File: src/rtl/bin2seg_pkg.sv
// ============================================================================
// Module   : bin2seg_pkg
// Purpose  : Shared constants, FSM state type and helpers for bin2seg_seq.
// Revision : 1.0 - initial release
// ============================================================================
`default_nettype none

package bin2seg_pkg;

  localparam logic [6:0] SEG_BLANK = 7'b111_1111;
  localparam logic [6:0] SEG_DASH  = 7'b111_1110;

  // Active-low abcdefg patterns, a in bit 6
  localparam logic [6:0] SEG_DIGIT [0:9] = '{
    7'b000_0001, 7'b100_1111, 7'b001_0010, 7'b000_0110, 7'b100_1100,
    7'b010_0100, 7'b010_0000, 7'b000_1111, 7'b000_0000, 7'b000_1100
  };

  typedef enum logic [1:0] {
    IDLE  = 2'd0,
    SHIFT = 2'd1,
    DONE  = 2'd2
  } state_t;

  function automatic logic [63:0] pow10(input int n);
    logic [63:0] acc;
    acc = 64'd1;
    for (int i = 0; i < n; i++) begin
      acc = acc * 64'd10;
    end
    return acc;
  endfunction

endpackage

`default_nettype wire

File: src/rtl/bin2seg_seq_nibble_to_seg.sv
// ============================================================================
// Module   : nibble_to_seg
// Purpose  : Combinational BCD nibble to active-low 7-segment pattern.
// Revision : 1.0 - initial release
// ============================================================================
`default_nettype none

module nibble_to_seg
  import bin2seg_pkg::*;
(
  input  logic [3:0] nibble,
  output logic [6:0] seg
);

  always_comb begin
    seg = SEG_BLANK;
    if (nibble < 4'd10) begin
      seg = SEG_DIGIT[nibble];
    end
  end

endmodule

`default_nettype wire

File: src/rtl/bin2seg_seq.sv
// ============================================================================
// Module   : bin2seg_seq
// Purpose  : Sequential binary to NDIGITS x 7-segment driver (double dabble,
//            one bit per clock). Optional macro LEAD_ZERO_BLANK_EN blanks
//            leading zero digits.
// Revision : 1.0 - initial release
// ============================================================================
`default_nettype none

module bin2seg_seq
  import bin2seg_pkg::*;
#(
  parameter int WIDTH   = 7,
  parameter int NDIGITS = 3
)(
  input  logic                   clk,
  input  logic                   rst_n,
  input  logic                   in_valid,
  output logic                   in_ready,
  input  logic [WIDTH-1:0]       din,
  output logic                   out_valid,
  output logic                   ovf_o,
  output logic [7*NDIGITS-1:0]   seg_o
);

  localparam int          BCD_W   = 4 * (NDIGITS + 1);
  localparam int          CNT_W   = (WIDTH > 1) ? $clog2(WIDTH) : 1;
  localparam logic [63:0] C_LIMIT = pow10(NDIGITS) - 64'd1;

  state_t                 r_state;
  state_t                 w_state_nxt;
  logic [WIDTH-1:0]       r_bin;
  logic [BCD_W-1:0]       r_bcd;
  logic [BCD_W-1:0]       w_bcd_adj;
  logic [CNT_W-1:0]       r_cnt;
  logic                   r_ovf_cap;
  logic                   w_ovf_cap;
  logic                   r_ovf;
  logic                   r_out_valid;
  logic [7*NDIGITS-1:0]   r_seg;
  logic [7*NDIGITS-1:0]   w_seg_nxt;
  logic [6:0]             w_dig_seg [NDIGITS];

  assign in_ready  = (r_state == IDLE);
  assign out_valid = r_out_valid;
  assign ovf_o     = r_ovf;
  assign seg_o     = r_seg;
  assign w_ovf_cap = 64'(din) > C_LIMIT;

  always_ff @(posedge clk or negedge rst_n) begin
    if (!rst_n) begin
      r_state <= IDLE;
    end else begin
      r_state <= w_state_nxt;
    end
  end

  always_comb begin
    w_state_nxt = r_state;
    case (r_state)
      IDLE:    if (in_valid) w_state_nxt = SHIFT;
      SHIFT:   if (r_cnt == '0) w_state_nxt = DONE;
      DONE:    w_state_nxt = IDLE;
      default: w_state_nxt = IDLE;
    endcase
  end

  // Add-3 correction applied to every nibble before the shift
  always_comb begin
    w_bcd_adj = r_bcd;
    for (int i = 0; i <= NDIGITS; i++) begin
      if (r_bcd[4*i +: 4] >= 4'd5) begin
        w_bcd_adj[4*i +: 4] = r_bcd[4*i +: 4] + 4'd3;
      end
    end
  end

  generate
    for (genvar k = 0; k < NDIGITS; k++) begin : g_digit
      nibble_to_seg u_nibble_to_seg (
        .nibble (r_bcd[4*k +: 4]),
        .seg    (w_dig_seg[k])
      );
    end
  endgenerate

  always_comb begin
    logic w_all_zero;
    w_seg_nxt  = '0;
    w_all_zero = 1'b1;
    for (int k = NDIGITS - 1; k >= 0; k--) begin
      w_seg_nxt[7*k +: 7] = w_dig_seg[k];
`ifdef LEAD_ZERO_BLANK_EN
      w_all_zero = w_all_zero && (r_bcd[4*k +: 4] == 4'd0);
      if (w_all_zero && (k >= 1)) begin
        w_seg_nxt[7*k +: 7] = SEG_BLANK;
      end
`endif
      if (r_ovf_cap) begin
        w_seg_nxt[7*k +: 7] = SEG_DASH;
      end
    end
    w_all_zero = 1'b0;
  end

  always_ff @(posedge clk or negedge rst_n) begin
    if (!rst_n) begin
      r_bin       <= '0;
      r_bcd       <= '0;
      r_cnt       <= '0;
      r_ovf_cap   <= 1'b0;
      r_ovf       <= 1'b0;
      r_out_valid <= 1'b0;
      r_seg       <= {NDIGITS{SEG_BLANK}};
    end else begin
      r_out_valid <= 1'b0;
      case (r_state)
        IDLE: begin
          if (in_valid) begin
            r_bin     <= din;
            r_bcd     <= '0;
            r_cnt     <= CNT_W'(WIDTH - 1);
            r_ovf_cap <= w_ovf_cap;
          end
        end
        SHIFT: begin
          {r_bcd, r_bin} <= {w_bcd_adj, r_bin} << 1;
          r_cnt          <= r_cnt - 1'b1;
        end
        DONE: begin
          r_seg       <= w_seg_nxt;
          r_ovf       <= r_ovf_cap;
          r_out_valid <= 1'b1;
        end
        default: ;
      endcase
    end
  end

endmodule

`default_nettype wire

File: config.mk
export PLATFORM = sky130hd
export DESIGN_NAME = bin2seg_seq
export DESIGN_NICKNAME = d
export VERILOG_FILES = /design/src/rtl/bin2seg_pkg.sv /design/src/rtl/bin2seg_seq_nibble_to_seg.sv /design/src/rtl/bin2seg_seq.sv
export SDC_FILE = /design/constraint.sdc
export NUM_CORES = 1
export LEC_CHECK = 0
export ABC_AREA = 1
export BUFFER_PORTS_ARGS = -buffer_cell sky130_fd_sc_hd__buf_4
export CORE_ASPECT_RATIO = 0.8
export CORE_MARGIN = 3
export CORE_UTILIZATION = 40
export DETAILED_ROUTE_END_ITERATION = 8
export MAX_ROUTING_LAYER = met4
export SLEW_MARGIN = 20
export SYNTH_ARGS = -nofsm -noshare
export SYNTH_HDL_FRONTEND = slang
export SYNTH_SLANG_ARGS = --single-unit
File: constraint.sdc
create_clock -name clk -period 3.12 [get_ports clk]
set_input_delay 0.156 -clock clk [delete_from_list [all_inputs] [get_ports clk]]
set_output_delay 0.156 -clock clk [all_outputs]
set_load 0.1 [all_outputs]
* Yosys cells after proc, flatten, opt, wreduce, memory -nomap -nowiden
Memory sizes are Yosys's and may differ from the RTL's.
Cells that the tools add are included.
** Word-level totals
- Bits in registers :: 50
- ROM bits :: 336
- Bits of input ports :: 10
- Output and inout port bits :: 24
- Logic and storage cells :: 59
- Memories :: 3
** Cells by class
- $add $sub $neg :: 5
- $lt $le $gt $ge :: 10
- Equality and inequality tests :: 4
- Mux-type cells :: 23
- Bitwise gates (word level) :: 3
- Reductions and logical operators :: 5
** Memory list
- (name not given) :: depth 16, bits a word 7, read ports 1, clocked after Yosys merged registers in 0, wr ports 0, RTL line bin2seg_seq_nibble_to_seg.sv:18 : seg = SEG_DIGIT[nibble];
- (name not given) :: depth 16, bits a word 7, read ports 1, clocked after Yosys merged registers in 0, wr ports 0, RTL line bin2seg_seq_nibble_to_seg.sv:18
- (name not given) :: depth 16, bits a word 7, read ports 1, clocked after Yosys merged registers in 0, wr ports 0, RTL line bin2seg_seq_nibble_to_seg.sv:18
** Operators by type and width (count)
- 2-to-1 mux 7 bit :: 10
- one-hot mux 16 bit (2 select lines) :: 1
- greater-or-equal comparator 4 x 3 -> 1 bit (second input constant) :: 4
- 2-to-1 mux 16 bit :: 1
- greater-or-equal comparator 5 bit (second input constant) :: 3
- inverter 4 -> 5 bit :: 3
- one-hot mux 7 bit (2 select lines) :: 1
- adder 4 x 2 -> 4 bit (second input constant) :: 3
- less-than comparator 4 bit (second input constant) :: 3
- 2-to-1 mux 4 bit :: 3
- 2-to-1 mux 3 bit :: 2
- one-hot mux 3 bit (2 select lines) :: 1
- 2-to-1 mux 2 bit :: 2
- inequality test 2 bit (second input constant) :: 2
- one-hot mux 2 bit (2 select lines) :: 1
- AND reduction 2 bit :: 2
- adder 3 x 2 -> 3 bit (second input constant) :: 1
- logical NOT 3 bit :: 1
- subtractor 3 x 1 -> 3 bit (second input constant) :: 1
- equality test 2 x 1 -> 1 bit (second input constant) :: 1
- equality test 2 bit (second input constant) :: 1
- logical NOT 2 bit :: 1
- nonzero test 2 bit :: 1
- 2-to-1 mux 1 bit :: 1

* Depth between registers and ports, before layout
Gate-level depths: netlist of the first run.
- Depth in word-level cells :: 5
- Depth in mapped cells :: 9
- Gate-level depth less buffers :: 9

* Hierarchy
Synthesis of the first run repeated with hierarchy kept, for this count alone.
** Second synthesis, totals
- Cells, all modules :: 374
- Area total of the unflattened synthesis :: 2775.2 um2
** By module, submodules not included
- bin2seg_seq :: instances 1, cells an instance 263, area an instance 2155.8 um2, sequential area each 1177.4 um2
- nibble_to_seg :: instances 3, cells an instance 37, area an instance 206.4 um2, sequential area each 0.0 um2

* Least setup slack after synthesis of the first run
Ideal clock, no wire load.
- Path kind :: reg-to-reg
- Start point :: register r_state[1]
- End point :: register r_bcd[8]
- Setup time :: 0.118 ns
- Data arrival time :: 1.934 ns
- Data required time :: 3.002 ns
- Slack :: 1.068 ns
- Stages on the path, launching flop included :: 8
- Buffers on the path :: 1
- Period minus slack after synthesis :: 2.052 ns
- Path through :: dfrtp_1 > nor2_2 > nand2_1 > nand2_4 > inv_2 > buf_6 > nand2_1 > nand2_1
** Between the ends
- Word-level cells in the longest chain between the ends :: 3
- Elaborated cells on any way between the ends :: 6
- Those cells by class :: eq/ne (2); mux (1); reduce/logical (3)
** Ends and longest elaborated chain
- start, declared :: RTL line bin2seg_seq.sv:30 : state_t r_state;
- start signal, assigned :: RTL line bin2seg_seq.sv:54 : r_state <= w_state_nxt;
- logical NOT 2 bit (*)
- via in_ready :: RTL line bin2seg_seq.sv:19 : output logic in_ready,
- inequality test 2 bit (no line) / nonzero test 2 bit (equally long branches)
- AND reduction 2 bit (no line)
- end signal, assigned :: RTL line bin2seg_seq.sv:127 : {r_bcd, r_bin} <= {w_bcd_adj, r_bin} << 1;
- end, declared :: RTL line bin2seg_seq.sv:33 : logic [BCD_W-1:0] r_bcd;
Mark *: on every way through the listed nets, which the timed path passes. The rest lies on a longest branch.
A chain may end at the register's enable or synchronous reset.

* Worst setup path in the final report of the first run
- Start point :: register r_state[1]
- End point :: register r_bcd[4]
** Between the ends
- Word-level cells in the longest chain between the ends :: 3
- Elaborated cells on any way between the ends :: 6
- Those cells by class :: eq/ne (2); mux (1); reduce/logical (3)
** Ends and longest elaborated chain
- equality test 2 x 1 -> 1 bit / logical NOT 2 bit (equally long branches) :: RTL line bin2seg_seq.sv:117 : case (r_state)
- nonzero test 2 bit (no line) / inequality test 2 bit (equally long branches)
- AND reduction 2 bit (no line)
Several ways; a longest one is shown, not always the timed one.

==> results of run 1 <==
state kept, by name (all words and copies together) (netlist names):
register,cells
r_bin,7
r_bcd,12
seg_o,21
r_state,2
r_cnt,3
out_valid,1
logic make-up (layout without fill, tap and decap cells):
family / count (synthesis) / in the layout / share of synthesized area [%]
and+or+nand+nor: 166 / 166 / 27.15
adders and majority gates: 17 / 17 / 8.407
buffers and inverters: 40 / 70 / 7.567
DFF: 46 / 46 / 46.54
AOI/OAI and AO/OA: 43 / 43 / 10.19
other: 1 / 1 / 0.1482
worst paths after layout:
kind,startpoint,to,slack (ps)
worst max-delay path,r_state[1],r_bcd[4],1460
worst min-delay path,din[0],r_bin[0],130
worst max register to register,r_state[1],r_bcd[4],1460
worst min register to register,seg_o[17],seg_o[17],470
max in group asynchronous,rst_n,r_bcd[7],2320
min in group asynchronous,rst_n,r_bcd[1],410
cell type report:
type	count	area [um2]
well taps	81	101.3
fillers	606	3114
flip-flops and latches	46	1177
multi-input cells	227	1161
inverters	29	111.4
repair buffers	33	250.2
clock buffers	8	90.09
metrics by stage:
step	setup slack [ps]	cells	hold WS, ps	area [um2]
3_5_place_dp	1470	415	203.9	2791
3_3_place_gp	1519	415	199.0	2791
6_report	1459	424	131.1	2892
2_1_floorplan	1068	313	-139.6	2530
4_1_cts	1452	424	124.2	2892
5_1_grt	1267	424	148.9	2892
metal layers:
metal	global-route usage (%)	up-vias	share of wire (%)	wire length (um)
met1	22.60	942	52	2638
li1	-	1049	-	-
met5	-	-	0	0
met4	3.026	0	0.28	14
met3	3.235	2	5.2	264
met2	21.53	43	42	2125
tightest hold or removal path, cell delays in order:
cell	delay, ps
buf_4	70
nand3_1	80
o21ai_0	80
cell usage in the layout (no fill, tap or decap):
| master | n |
|---|---|
| inv_4 | 1 |
| or2_2 | 2 |
| nand2_4 | 1 |
| nand3_1 | 27 |
| inv_2 | 3 |
| o21ai_1 | 3 |
| a21oi_1 | 19 |
| dfstp_2 | 21 |
| nand2_1 | 95 |
| o22ai_1 | 3 |
| a22oi_4 | 2 |
| a31oi_1 | 1 |
| and2_1 | 1 |
| buf_4 | 32 |
| nor2_4 | 1 |
| conb_1 | 1 |
| o211ai_1 | 1 |
| nor2_1 | 36 |
| nand4_1 | 2 |
| clkbuf_8 | 6 |
| inv_1 | 25 |
| dlygate4sd3_1 | 1 |
| ha_1 | 17 |
| nor2_2 | 1 |
| o21ai_0 | 13 |
| dfrtp_1 | 25 |
| clkbuf_1 | 2 |
| o21a_1 | 1 |
repair_timing:
action	in CTS	in global routing
endpoints found under the hold margin	25	0
hold buffers	1	0
buffers inserted	0	0
==> results.yml, run 1 <==
setup_path:
  cp_top_family: "simple AND/OR/NAND/NOR gates"
  end_kind: "flop"
  critPathBufInv: 2
  critical_path_class: "flop to flop"
  ff2ff_path_depth: 6
  critPathMostFrequentCell: "nand2_1"
  required_ps: 3300
  cp_slowest_cell: "nor2_4"
  critPathMaxStageDelay_ps: 470
  worstPathMaxFanout: 19
  crit_cells: 6
  start_kind: "flop"
  crit_path_cell_trace: "nor2_4 > inv_4 > nand2_4 > inv_2 > nand2_1 > nand2_1"
  critical_path_arrival_ps: 1840
synth:
  synth_top_area_share_pct: 24.73
  synthDistinctLibCells: 28
  yosysWarnings: 0
  synth_ff_type: "dfrtp_1"
  syn_area_um2: 2530
  synth-edff-count: 0
  synth_area_leaders: "dfrtp_1 25%, dfstp_2 22%, nand2_1 14%, ha_1 8.4%, nand3_1 5.3%"
  synth_area_leader_cell: "dfrtp_1"
  yosysSeqAreaShare_pct: 46.54
  async_reset_ff_share_pct: 100.0
  synthCells: 313
  synthTopCellsByCount: "95 x nand2_1, 36 x nor2_1, 27 x nand3_1, 25 x dfrtp_1, 25 x inv_1"
  synth_nets: 340
  ys_ff_latch: 46
  post-synth-top-count-cell: "nand2_1"
  synth_area_per_cell_um2: 8.083
route:
  wl_um: 5043
  ant_nets: 0
  vias_per_cell: 4.802
  vias: 2036
  dr.first_iter.drc_count: 98
  dr.pass1.iters: 4
  wl_per_cell_um: 11.89
  drc_errors: 0
grt:
  grt_overflow: 0
  global_route.usage.total_pct: 15.28
  grt_pass1_wl_um: 8838
  antenna_found_initial: 0
  grt_max_degree: 47
  grt_pass1_vias: 1885
placement:
  dp_hpwl_um: 3524
  io_buffers: 32
  globalplace.congestion: 0.8567
clock_tree:
  cts.sinks: 46
  clk_pin_slew_ps: 90
  cts_resized: 0
  cts_buffer_depth: 2
  cts_htree_levels: 2
  cts_tree: "yes"
  insertion_delay_ps: 290
  cts_buffers: 5
  cts_root_buf: "clkbuf_8"
timing:
  finalHoldViolCount: 0
  setup_viol: 0
  timing.final.crit_share_pct: 53.23
  period_needed_ps: 1661
  fin_skew_ps: 5.276
  finalSetupTns_ps: 0
  tightest_slew_ps: 584.5
  rsz0062_at_grt: "false"
  slew_headroom_pct: 61.03
  fmax_mhz: 602.2
  drv_slew: 0
floorplanning:
  core_um2: 6006
  die_h_um: 77.13
  initial_utilization_pct: 42.12
  rows: 25
  fp.dieW_um: 94.92
  io_pins: 34
  die_area_um2: 7321
worst_hold_path:
  whs_path_depth: 3
  hold_path.class: "primary input to flop"
run_status:
  outcome: "finished, final reports clean"
run:
  drv_cap: 0
cells_and_area:
  final_nets: 369
  final_util_pct: 48.15
  layout-drive-gt1-share_pct: 20.41
  areaGrowthSynthToFinish_pct: 14.29
  antenna_cells: 0
Power of run 1 is left out: the tool's default activity adds up to more than one toggle a clock period on the data nets, which glitch-free logic cannot reach.
==> inputs of run 2 (changes only) <==
clock period = 1.4 ns   (was 3.12 ns; I/O delays follow)
==> results.yml, run 2 (synthesized netlist as in run 1, its figures left out) <==
setup_path:
  crit_path_cell_trace: "buf_4 > ha_1 > or2_2 > nand3_1 > a21oi_1"
  critPathMaxStageDelay_ps: 450
  critPathBufInv: 1
  required_ps: 1620
  cp_top_family: "flip-flops"
  worstPathMaxFanout: 4
  cp_slowest_cell: "dfrtp_2"
  critical_path_class: "flop to flop"
  critical_path_arrival_ps: 1520
  end_kind: "flop"
  cp-startpoint: "r_bcd[0]"
  start_kind: "flop"
  r2r_start: "r_bcd[0]"
route:
  vias: 2103
  wl_um: 5218
  wl_per_cell_um: 11.86
  drc_errors: 0
  ant_nets: 0
  dr.first_iter.drc_count: 74
  dr.pass1.iters: 4
  vias_per_cell: 4.780
run_status:
  outcome: "finished, final reports clean"
floorplanning:
  io_pins: 34
  die_h_um: 77.13
  die_area_um2: 7321
  rows: 25
  fp.dieW_um: 94.92
  core_um2: 6006
  initial_utilization_pct: 42.12
cells_and_area:
  antenna_cells: 0
  areaGrowthSynthToFinish_pct: 20.72
  layout-drive-gt1-share_pct: 27.58
  layout_commonest_cell: "nand2_1"
  final_nets: 385
  largest_reg_flops: 21
  final_cell_mix: "93 x nand2_1, 48 x buf_4, 36 x nor2_1"
clock_tree:
  cts_buffers: 5
  cts_tree: "yes"
  cts_htree_levels: 2
  insertion_delay_ps: 290
  cts_root_buf: "clkbuf_8"
  clk_pin_slew_ps: 90
  cts_buffer_depth: 2
  cts.sinks: 46
grt:
  grt_pass1_wl_um: 9404
  global_route.usage.total_pct: 16.29
  antenna_found_initial: 0
  grt_max_degree: 47
  grt_pass1_vias: 2082
  grt_overflow: 0
placement:
  globalplace.congestion: 0.8917
  io_buffers: 32
  pre_cts_ws_ps: -42.29
  dp_hpwl_um: 3790
worst_hold_path:
  hold_path.class: "primary input to flop"
  worstHoldStart: "din[0]"
run:
  drv_cap: 0
timing:
  rsz0062_at_grt: "false"
  period_needed_ps: 1298
  drv_slew: 0
  finalSetupTns_ps: 0
  slew_headroom_pct: 61.51
  timing.final.crit_share_pct: 92.75
  fmax_mhz: 770.2
  fin_skew_ps: 9.190
  fin_ws_ps: 101.6
  tightest_slew_ps: 577.3
  finalHoldViolCount: 0
  setup_viol: 0
==> run 2: area by class of cell <==
class	count	area, um2
Fill cell	603	2952
Multi-Input combinational cell	227	1194
Sequential cell	46	1181
Timing Repair Buffer	49	370.4
Inverter	29	116.4
Tap cell	81	101.3
Clock buffer	7	86.33
Clock inverter	1	5.005
==> run 2: final timing paths <==
path | to | slack (ps) | cells past startpoint
max | seg_o[1] | 100 | 5
min | r_bin[0] | 20 | 3
max reg2reg | seg_o[1] | 100 | 5
min reg2reg | seg_o[17] | 480 | 2
max in group asynchronous | r_bcd[0] | 650 | 2
min in group asynchronous | out_valid | 320 | 2
==> run 2: what timing repair did <==
| action | 4_1_cts | 5_1_grt |
|---|---|---|
| gates resized for setup | 3 | 10 |
| hold endpoints to repair | 25 | 0 |
| hold buffers | 1 | 0 |
| buffers inserted | 0 | 2 |
| pin swaps | 0 | 0 |
| endpoints found under the setup margin | 7 | 10 |
==> run 2: routing by layer <==
metal	routed length [um]	track usage, %	share of wire (%)	vias to the layer above
li1	-	-	-	1085
met1	2599	22.27	50	984
met2	2420	25.62	46	30
met3	161	2.941	3.1	4
met4	37	3.026	0.71	0
met5	0	-	0	-
==> run 2: tightest hold or removal path: cells and delay by family <==
| family | cells | cell delay [ps] |
|---|---|---|
| buffers and inverters | 1 | 70 |
| AO/OA/AOI/OAI | 1 | 60 |
| AND/OR/NAND/NOR | 1 | 60 |
==> run 2: per-stage QoR <==
| stage | utilization [%] | cells | cell area, um2 | hold WS (ps) |
|---|---|---|---|---|
| floorplan | - | 313 | 2540 | -225.6 |
| global placement | 48.40 | 429 | 2907 | 113.9 |
| detailed placement | 48.40 | 429 | 2907 | 118.5 |
| CTS | 50.10 | 438 | 3009 | 18.43 |
| global route | 50.85 | 440 | 3054 | 57.85 |
| finish | 50.85 | 440 | 3054 | 22.29 |
Power of run 2 is left out for the same reason.
